`config.mk`:
```
export PLATFORM = sky130hd
export DESIGN_NAME = seq_multiplier_flat
export DESIGN_NICKNAME = d
export VERILOG_FILES = /design/src/rtl/mul_pkg.sv /design/src/rtl/seq_multiplier_if.sv /design/src/rtl/mul_step.sv /design/src/rtl/seq_multiplier.sv /design/src/flat_wrapper.sv
export SDC_FILE = /design/constraint.sdc
export NUM_CORES = 1
export LEC_CHECK = 0
export ABC_AREA = 1
export ABC_CLOCK_PERIOD_IN_PS = 3600
export CORE_ASPECT_RATIO = 0.75
export CORE_MARGIN = 3
export CORE_UTILIZATION = 54
export DETAILED_ROUTE_END_ITERATION = 16
export PLACE_DENSITY_LB_ADDON = 0.1
export SYNTH_ARGS = -nofsm -noshare
export SYNTH_HDL_FRONTEND = slang
export SYNTH_SLANG_ARGS = --single-unit
export TNS_END_PERCENT = 100
```
`constraint.sdc`:
```
create_clock -name clk -period 3.6 [get_ports clk]
set_input_delay 0.72 -clock clk [delete_from_list [all_inputs] [get_ports clk]]
set_output_delay 0.72 -clock clk [all_outputs]
set_load 0.03 [all_outputs]
```
`src/rtl/mul_pkg.sv`:
```
// Shared types and sizing helpers for the sequential shift-add multiplier.
package mul_pkg;

    localparam int MUL_W_DEFAULT   = 16;
    localparam int MUL_BPC_DEFAULT = 1;

    typedef enum logic [1:0] {
        IDLE = 2'd0,
        BUSY = 2'd1,
        DONE = 2'd2
    } state_t;

    // Step counter must be able to hold W/BPC, the value it reaches on entering DONE.
    function automatic int step_cnt_width(input int w, input int bpc);
        return $clog2(w / bpc + 1);
    endfunction

endpackage

```
`src/rtl/seq_multiplier_if.sv`:
```
// Operand/result handshake bundle between a producer/consumer and seq_multiplier.
interface seq_multiplier_if
    import mul_pkg::*;
#(
    parameter int W = MUL_W_DEFAULT
) ();

    logic           in_valid;
    logic           in_ready;
    logic [W-1:0]   x;
    logic [W-1:0]   y;
    logic           sgn;
    logic           out_valid;
    logic           out_ready;
    logic [2*W-1:0] z;

    modport master (
        output in_valid, x, y, sgn, out_ready,
        input  in_ready, out_valid, z
    );

    modport slave (
        input  in_valid, x, y, sgn, out_ready,
        output in_ready, out_valid, z
    );

endinterface

```
`src/rtl/mul_step.sv`:
```
// One shift-add step: adds BPC multiplier bits' worth of partial product into the
// upper half of the accumulator, then shifts the whole accumulator right by BPC.
module mul_step #(
    parameter int W   = 16,
    parameter int BPC = 1
) (
    input  logic [2*W-1:0] acc_in,
    input  logic [W-1:0]   mcand,
    input  logic [BPC-1:0] mbits,
    input  logic           sgn,
    input  logic           last,
    output logic [2*W-1:0] acc_out
);

    localparam int PW = W + BPC + 1;
    localparam int EW = 2 * W + BPC + 1;

    logic signed [PW-1:0] x_ext;
    logic signed [PW-1:0] pp;
    logic signed [EW-1:0] acc_ext;
    logic signed [EW-1:0] pp_ext;
    logic signed [EW-1:0] sum;

    // In signed mode the multiplier MSB carries negative weight, so on the final
    // step that bit subtracts the multiplicand instead of adding it.
    always_comb begin
        x_ext = {{(BPC + 1){sgn & mcand[W-1]}}, mcand};
        pp    = '0;
        for (int i = 0; i < BPC; i++) begin
            if (mbits[i]) begin
                if (sgn && last && (i == BPC - 1)) begin
                    pp = pp - (x_ext <<< i);
                end else begin
                    pp = pp + (x_ext <<< i);
                end
            end
        end
        acc_ext = {{(BPC + 1){sgn & acc_in[2*W-1]}}, acc_in};
        pp_ext  = {{(EW - PW){pp[PW-1]}}, pp};
        sum     = acc_ext + (pp_ext <<< W);
        acc_out = (2 * W)'(sum >>> BPC);
    end

endmodule

```
`src/rtl/seq_multiplier.sv`:
```
// Sequential W x W multiplier retiring BPC multiplier bits per cycle, signed or
// unsigned, with valid/ready handshakes on both operand and result sides.
module seq_multiplier
    import mul_pkg::*;
#(
    parameter int W   = MUL_W_DEFAULT,
    parameter int BPC = MUL_BPC_DEFAULT
) (
    input  logic            clk,
    input  logic            rst_n,
    seq_multiplier_if.slave bus
);

    localparam int STEPS = W / BPC;
    localparam int CNT_W = step_cnt_width(W, BPC);

    if (W < 4 || W > 64 || (W % 2) != 0 || !(BPC == 1 || BPC == 2 || BPC == 4) ||
        (W % BPC) != 0) begin : g_bad_params
        $error("seq_multiplier: illegal W/BPC combination");
    end

    state_t           state_q, state_d;
    logic [CNT_W-1:0] cnt_q, cnt_d;
    logic [W-1:0]     x_q, x_d;
    logic [W-1:0]     y_q, y_d;
    logic             sgn_q, sgn_d;
    logic [2*W-1:0]   acc_q, acc_d;
    logic [2*W-1:0]   acc_step;
    logic             last_step;

    assign last_step = (cnt_q == CNT_W'(STEPS - 1));

    mul_step #(
        .W   (W),
        .BPC (BPC)
    ) u_step (
        .acc_in  (acc_q),
        .mcand   (x_q),
        .mbits   (y_q[BPC-1:0]),
        .sgn     (sgn_q),
        .last    (last_step),
        .acc_out (acc_step)
    );

    // y_q is consumed from the bottom, so it shifts down as bits are retired.
    always_comb begin
        state_d = state_q;
        cnt_d   = cnt_q;
        x_d     = x_q;
        y_d     = y_q;
        sgn_d   = sgn_q;
        acc_d   = acc_q;
        unique case (state_q)
            IDLE: begin
                if (bus.in_valid) begin
                    state_d = BUSY;
                    cnt_d   = '0;
                    x_d     = bus.x;
                    y_d     = bus.y;
                    sgn_d   = bus.sgn;
                    acc_d   = '0;
                end
            end
            BUSY: begin
                acc_d = acc_step;
                y_d   = y_q >> BPC;
                cnt_d = cnt_q + 1'b1;
                if (last_step) begin
                    state_d = DONE;
                end
            end
            DONE: begin
                if (bus.out_ready) begin
                    state_d = IDLE;
                end
            end
            default: state_d = IDLE;
        endcase
    end

    always_ff @(posedge clk or negedge rst_n) begin
        if (!rst_n) begin
            state_q <= IDLE;
            cnt_q   <= '0;
            x_q     <= '0;
            y_q     <= '0;
            sgn_q   <= 1'b0;
            acc_q   <= '0;
        end else begin
            state_q <= state_d;
            cnt_q   <= cnt_d;
            x_q     <= x_d;
            y_q     <= y_d;
            sgn_q   <= sgn_d;
            acc_q   <= acc_d;
        end
    end

    assign bus.in_ready  = (state_q == IDLE);
    assign bus.out_valid = (state_q == DONE);
    assign bus.z         = acc_q;

endmodule

```
`src/flat_wrapper.sv`:
```
// flat-port wrapper written by rule: the top's interface ports become plain ports
module seq_multiplier_flat import mul_pkg::*;
#(
    parameter int W   = MUL_W_DEFAULT,
    parameter int BPC = MUL_BPC_DEFAULT
)
  (clk, rst_n, bus_in_valid, bus_x, bus_y, bus_sgn, bus_out_ready, bus_in_ready, bus_out_valid, bus_z);
  seq_multiplier_if #(.W(W)) bus_i ();
  input  logic clk;
  input  logic rst_n;
  input wire logic [$bits(bus_i.in_valid)-1:0] bus_in_valid;
  input wire logic [$bits(bus_i.x)-1:0] bus_x;
  input wire logic [$bits(bus_i.y)-1:0] bus_y;
  input wire logic [$bits(bus_i.sgn)-1:0] bus_sgn;
  input wire logic [$bits(bus_i.out_ready)-1:0] bus_out_ready;
  output wire logic [$bits(bus_i.in_ready)-1:0] bus_in_ready;
  output wire logic [$bits(bus_i.out_valid)-1:0] bus_out_valid;
  output wire logic [$bits(bus_i.z)-1:0] bus_z;
  assign bus_i.in_valid = bus_in_valid;
  assign bus_i.x = bus_x;
  assign bus_i.y = bus_y;
  assign bus_i.sgn = bus_sgn;
  assign bus_i.out_ready = bus_out_ready;
  assign bus_in_ready = bus_i.in_ready;
  assign bus_out_valid = bus_i.out_valid;
  assign bus_z = bus_i.z;
  seq_multiplier #(.W(W), .BPC(BPC)) u_core (.clk(clk), .rst_n(rst_n), .bus(bus_i));
endmodule
```
Word level (Yosys, flattened, before mapping)
Index checks and enable logic that the tools add are counted.

Output and inout bits: 34. Input bits: 37. Logic and storage cells: 35. Flip-flop bits (word level): 72.

Multiplexer cells: 12. Bitwise gates (word level): 2. Equal/unequal tests: 6. Reductions and logical operators: 6. $add $sub $neg: 3.

Operators with widths (count): 32-bit one-hot mux with 2 select lines (1); 17-bit two-way mux (2); 33-bit adder (1); 32-bit two-way mux (1); 16-bit one-hot mux with 2 select lines (1); 1-bit by 17-bit subtractor with 17-bit output, first input constant (1); 16-bit two-way mux (1); 5-bit one-hot mux with 2 select lines (1); 2-bit two-way mux (3); 2-bit != test, second input constant (3); 2-bit one-hot mux with 3 select lines (1); 5-bit by 1-bit adder with 5-bit output, second input constant (1); 5-bit by 4-bit equality test with 1-bit output, second input constant (1); 5-bit two-way mux (1); 2-bit AND reduction (2); 3-bit AND reduction (1); 1-bit bitwise AND (2); 2-bit by 1-bit equality test with 1-bit output, second input constant (1); 2-bit equality test, second input constant (1); 2-bit logical NOT (1); 2-bit nonzero test (1); 1-bit logical AND (1).

Longest topological paths before layout
Depth after elaboration: 6. Depth in mapped cells: 21. Gate-level depth less buffers: 20.

Cells and area by module
From an unflattened synthesis, not the netlist that was laid out.

Cells, all modules: 622. Area total of the unflattened synthesis: 4433.0 um^2.

By module, submodules not included: seq_multiplier (cells each 358, instances 1, area an instance 3002.9 um^2, seq. area each 1801.7 um^2); mul_step (cells each 264, instances 1, area an instance 1430.1 um^2, seq. area each 0.0 um^2).

Worst setup path before layout
No wires, ideal clock.

Path kind: register to register. Start point: register u_core.cnt_q[0]. End point: register u_core.acc_q[31] (netlist: u_core.bus.z[31]). Clock period less this slack: 2612 ps. Data arrival time: 2494 ps. Library setup time: 117 ps. Data required time: 3483 ps. Buffers on the path: 0. Slack: 988 ps. Stages on the path, launching flop included: 20. Path through: dfrtp_1 > ha_1 > nand2_1 > nor2_1 > ha_1 > nand2_1 > inv_1 > o21ai_2 > o21ai_1 > o21ai_0 > a21oi_1 > ha_1 > inv_1 > o21bai_1 > a21boi_0 > nand2_1 > a21oi_1 > nand3_1 > nand3_1 > nand2_1.

Cells in the longest elaborated chain, start to end: 6.

RTL lines: from (decl) (RTL line seq_multiplier.sv:23) `logic [CNT_W-1:0] cnt_q, cnt_d;`; from (signal assigned) (RTL line seq_multiplier.sv:91) `cnt_q <= cnt_d;`; 5-bit by 4-bit equality test with 1-bit output (RTL line seq_multiplier.sv:31) `assign last_step = (cnt_q == CNT_W'(STEPS - 1));`; 1-bit logical AND (RTL line mul_step.sv:31) `if (sgn && last && (i == BPC - 1)) begin`; 17-bit two-way mux (RTL line mul_step.sv:31); 17-bit two-way mux (RTL line mul_step.sv:30) `if (mbits[i]) begin`; 33-bit adder (RTL line mul_step.sv:40) `sum = acc_ext + (pp_ext <<< W);`; 32-bit one-hot mux with 2 select lines (RTL line seq_multiplier.sv:53) `unique case (state_q)`; to (signal assigned) (RTL line seq_multiplier.sv:88) `acc_q <= '0;`; to (signal assigned) (RTL line seq_multiplier.sv:95) `acc_q <= acc_d;`; to (decl) (RTL line seq_multiplier.sv:27) `logic [2*W-1:0] acc_q, acc_d;`.

Every way passes these cells. A chain may end at the register's enable or synchronous reset.

Worst setup path after layout
Same ends and word-level chain as after synthesis.

==> flow_metrics.py <==
metrics = {
    "floorplan": {
        "ioPinCount": 71,
        "rows": 27,
        "initial_core_util_pct": 57.2,
        "coreArea_um2": 7530,
        "die_x_um": 109,
        "dieArea_um2": 9100,
        "dieHeight_um": 83.4,
    },
    "clock_tree": {
        "cts_max_path_buffers": 2,
        "cts_sinks": 72,
        "cts_tree": "built",
        "cts_hold_buf": 0,
        "cts_root_buf": "clkbuf_8",
        "cts_resized": 0,
        "cts_buffers": 9,
        "postCtsSetupBuffers": 0,
        "insertion_delay_ns": 0.35,
        "h-tree-depth": 3,
        "path_clk_slew_ns": 0.08,
    },
    "global_route": {
        "grt_pass1_vias": 3453,
        "gr-total-overflow": 0,
        "antenna_found_initial": 0,
        "grt_start_max_net_pins": 41,
        "grt_pass1_wl_um": 16700,
        "gr-usage-all-layers_pct": 23.4,
    },
    "synth": {
        "synth_top_area_share_pct": 41.8,
        "yosys_warnings": 0,
        "synth_commonest_cells": "nand2_1, dfrtp_1, inv_1",
        "synth_top_area_cell": "dfrtp_1",
        "synthFlopType": "dfrtp_1",
        "seq_area_frac_synth_pct": 41.8,
        "ys_async_sr_fraction_pct": 100,
        "synth_nets": 549,
        "postSynthAreaPerCell_um2": 8.76,
        "synth-edff-count": 0,
        "synthCells": 492,
        "synth.ff_latch_count": 72,
        "synth.area.top_cells": "dfrtp_1, nand2_1, ha_1",
        "syn_area_um2": 4310,
        "synth_most_common_cell": "nand2_1",
        "ys_types": 44,
    },
    "placed_design": {
        "port_buffers": 70,
        "gp_congestion": 0.905,
        "placed_area_um2": 5020,
        "place_hpwl_um": 7150,
    },
    "flow_run": {
        "drv_cap": 0,
    },
    "sta": {
        "setup_viol": 0,
        "finalHoldViolations": 0,
        "period_needed_ns": 3.14,
        "clock-skew-final_ns": 0.00698,
        "hold_ws_ns": 0.443,
        "rsz0062_at_grt": "false",
        "tightest_slew_ns": 0.763,
        "final_max_slew_viol_count": 0,
        "tns_ns": 0,
        "slew_headroom_pct": 49.1,
        "post-route-period-util_pct": 87.3,
        "clock.fmax_mhz": 318,
    },
    "power": {
        "power_density_nw_per_um2": 1080,
        "vdd_ir_drop_max_mv": 0.474,
        "leakage_nw": 2.48,
    },
    "critical_path": {
        "r2r_setup_slack_ns": 0.46,
        "startpoint_type": "register",
        "crit_path_end": "u_core.bus.z[31]",
        "startpoint": "u_core.cnt_q[0]",
        "reg2reg_from": "u_core.cnt_q[0]",
        "crit_required_ns": 3.85,
        "rr_worst_depth": 19,
        "worstSetupEndpointType": "register",
        "worstSetupPathType": "reg -> reg",
        "cp_max_fo": 8,
        "r2r_end": "u_core.bus.z[31]",
        "cp_data_arrival_time_ns": 3.39,
    },
    "layout": {
        "diodes": 0,
        "final_nets": 617,
        "fin_area_um2": 5210,
        "area_delta_synth_final_pct": 20.9,
        "drive_above_1_share_pct": 15.4,
    },
    "run_status": {
        "status": "complete, no violations",
    },
    "routing": {
        "drt-total-wl_um": 9860,
        "drc_errors": 0,
        "drt_first_pass_iters": 4,
        "ant_nets": 0,
        "vias_per_cell": 5.44,
        "vias": 3616,
        "drtIter0Drc": 226,
        "post_drt_wl_per_cell_um": 14.8,
    },
    "min_path": {
        "hold_class": "in -> async",
    },
}
-- how the worst min path moves through the flow --
stage	end	slack, ns	cells past startpoint
2_1_floorplan	u_core.bus.z[0]	0.42	0
3_3_place_gp	u_core.cnt_q[0]	0.48	1
3_5_place_dp	u_core.y_q[15]	0.48	1
4_1_cts	u_core.bus.z[9]	0.45	1
5_1_grt	u_core.bus.z[9]	0.48	1
6_report	u_core.bus.z[9]	0.44	1
-- flip-flops by register name, indices dropped and copies added (netlist names) --
name	flops
u_core.bus.z	32
u_core.x_q	16
u_core.y_q	16
u_core.cnt_q	5
u_core.state_q	2
u_core.sgn_q	1
-- per-stage QoR --
step                util (%)  instances  setup slack (ns)  power (mW)
CTS                     69.1        665             0.552        5.65
detailed placement      66.6        650             0.575        5.01
global route            69.1        665             0.218        6.16
global placement        66.6        650             0.619        4.91
floorplan                  -        492             0.988        4.12
finish                  69.1        665             0.458        5.65
-- layout make-up --
cell class                 instances  area, µm²
clock inverter                     2       12.5
inverter                          65        249
fill                             595       2320
clock buffer                      13        179
sequential                        72       1800
tap                              101        126
multi-input combinational        339       2120
timing repair buffer              73        718
-- cells by family (layout without fill, tap and decap cells) --
group	after synthesis	in the layout	synth area share, %
buf+inv	81	153	8.92
fa+ha+maj	20	20	5.98
simple gates	163	163	17.7
compound gates	143	143	21.3
flops	72	72	41.8
mux	11	11	3.83
xor+xnor	2	2	0.407
-- worst max-delay path, stage by stage, from the launching register on --
cell	delay, ns
dfrtp_1	0.41
ha_1	0.19
nand2_1	0.07
nor2_1	0.09
ha_1	0.19
nand2_1	0.07
inv_1	0.20
o21ai_2	0.12
o21ai_1	0.12
o21ai_0	0.09
a21oi_1	0.25
ha_1	0.32
inv_1	0.12
o21bai_1	0.13
a21boi_0	0.23
nand2_1	0.08
a21oi_1	0.13
nand3_1	0.10
nand3_1	0.08
nand2_1	0.05
-- routing by layer --
metal | part of all wire, % | vias up | track usage (%)
li1 | - | 1793 | -
met1 | 48 | 1693 | 34.1
met2 | 44 | 114 | 34.2
met3 | 6.8 | 16 | 5.91
met4 | 1.7 | 0 | 6.54
met5 | 0 | - | 0
-- cell usage in the layout (no fill, tap or decap), types with 2 or more instances in the layout --
| cell type | instances |
|---|---|
| a21o_1 | 2 |
| a21oi_1 | 34 |
| a21oi_2 | 23 |
| a22o_1 | 2 |
| and2_1 | 2 |
| buf_4 | 3 |
| clkbuf_8 | 13 |
| clkdlybuf4s50_1 | 69 |
| dfrtp_1 | 72 |
| ha_1 | 19 |
| inv_1 | 63 |
| inv_4 | 2 |
| mux2_4 | 11 |
| nand2_1 | 82 |
| nand2_2 | 6 |
| nand2_4 | 3 |
| nand3_1 | 17 |
| nand3b_1 | 2 |
| nand4_1 | 3 |
| nor2_1 | 30 |
| nor2_2 | 9 |
| nor3_1 | 2 |
| nor3_2 | 2 |
| o21ai_0 | 23 |
| o21ai_1 | 14 |
| o21ai_2 | 4 |
| o21bai_1 | 3 |
| o22ai_1 | 28 |
| o22ai_2 | 3 |
-- report_power, final --
group	internal (mW)	switching, mW
combinational	1.36	2.08
clock	0.321	0.299
sequential	1.22	0.366
total	2.90	2.74
Note: power is estimated with default switching activity, not from simulation.
==> edit: new RTL, same flow settings <==
The 3 states of `state_t` get a one-hot encoding in 3 bits.
--- a/src/rtl/mul_pkg.sv
+++ b/src/rtl/mul_pkg.sv
@@ -6,6 +6,6 @@
 
-    typedef enum logic [1:0] {
-        IDLE = 2'd0,
-        BUSY = 2'd1,
-        DONE = 2'd2
+    typedef enum logic [2:0] {
+        IDLE = 3'b001,
+        BUSY = 3'b010,
+        DONE = 3'b100
     } state_t;
Formal check against the unedited RTL: same outputs for any inputs over 4 cycles, from zero or initial values and one cycle with rst_n low; so few cycles prove little.
==> edit against the unedited design <==
  * Synthesized area decreased by 2.8%
  * Clock skew decreased by 0.59 ps
  * Routed wire length increased by 6.5%
  * Final cell count increased by 5.6%
  * Total power decreased by 26%
  * Sequential cell count increased by 1
  * Clock power increased by 28%
  * Combinational power decreased by 41%
  * Worst setup slack got worse by 100 ps
  * Via count increased by 5.2%
  * First-iteration DRC count increased by 8.4%
  * Final area increased by 0.26%
  * Core utilization increased by 1.1 points
  * Critical path type unchanged
  * Critical endpoint unchanged
==> edit: results (changes against the unedited design) <==
Leakage power total = 2.54 nW (+2.1%)
Status = complete, no violations
Largest net degree at the start of global routing = 42 (+2.4%)
Share of cells above drive strength 1 = 7.15% (-8.3 points)
CP Data Arrival Time = 3490 ps (+100 ps)
Peak supply drop = 0.412 mV (-13%)
Total wire length = 10500 um (+6.5%)
Global-route wire length before repair = 17700 um (+5.5%)
Area contributors post-synth = dfrtp_1 (43%), nand2_1 (12%), inv_1 (5.8%)
Post-DP HPWL = 7570 um (+5.9%)
Worst Tran Pin Value = 833 ps (+69.9 ps)
Clk_skew = 6.38 ps (-0.594 ps)
Vias = 3805 (+5.2%)
H-tree levels = 3 (unchanged)
CTS clk-pin slew, worst paths = 80 ps (about the same)
Avg Inst Size Synth = 7.94 um2 (-9.3%)
Synth Net Count = 584 (+6.4%)
RD Place Congestion = 0.890 (-1.6%)
Starting DRT DRC Count = 245 (+8.4%)
Tot GR Track Use = 25.6% (+2.2 points)
DR WL/cell = 14.9 um (+0.84%)
Placed cells = 686 (+5.5%)
Crit Reg-Reg Endpoint = u_core.bus.z[31]$_DFFE_PN0P_
Nets = 653 (+5.8%)
Vias in the first global route = 3578 (+3.6%)
Crit-path max cell delay = 390 ps (-20 ps)
R2r setup slk = 350 ps (-100 ps)
Internal Pwr Total = 2.30 mW (-21%)
Synth cell count leaders = nand2_1 (132), dfrtp_1 (72), inv_1 (65)
Largest fanout on the critical path = 8 (unchanged)
Distinct cells, synth = 38 (-14%)
==> edit: timing repair <==
item / in CTS / in global routing
setup buffers: 0 / 0
endpoints found under the setup margin: 0 / 1
gates resized for setup: 0 / 1
==> edit: cell families after synthesis <==
| logic type | share of synthesized area (%) |
|---|---|
| compound gates | 19.4 |
| xor+xnor | 0.419 |
| fa+ha+maj | 6.16 |
| buf+inv | 8.22 |
| flops | 43.7 |
| simple gates | 22.1 |
==> edit: per-stage QoR <==
| stage | instance area, um2 | utilization (%) | hold slack, ps | worst slack [ps] | power [mW] |
|---|---|---|---|---|---|
| after floorplan | 4190 | - | 424 | 834 | 2.77 |
| after global placement | 4980 | 67.0 | 480 | 401 | 3.31 |
| after detailed placement | 4980 | 67.0 | 479 | 401 | 3.37 |
| after CTS | 5220 | 70.3 | 476 | 379 | 4.18 |
| after global routing | 5220 | 70.3 | 507 | 11.4 | 4.51 |
| final | 5220 | 70.3 | 450 | 354 | 4.18 |
==> edit: power groups by stage <==
stage	registers (mW)	clock network [mW]	logic, mW
2_1_floorplan	1.44	0	1.33
3_3_place_gp	1.36	0	1.95
3_5_place_dp	1.37	0	1.99
5_1_grt	1.40	0.842	2.26
4_1_cts	1.36	0.804	2.02
6_report	1.37	0.793	2.02
==> edit: per-layer routing <==
layer | routed length, um | global-route usage [%] | vias to the layer above
met5 | 0 | 0 | -
met4 | 70 | 4.54 | 0
met3 | 570 | 5.05 | 9
met2 | 4520 | 39.9 | 110
met1 | 5340 | 37.6 | 1775
li1 | - | - | 1911
==> edit: area by class of cell <==
class                      instances  area [um2]
sequential                        73        1830
clock buffer                      10         128
inverter                          71         267
tap                              101         126
clock inverter                     6         115
fill                             597        2210
timing repair buffer              75         746
multi-input combinational        366        2010
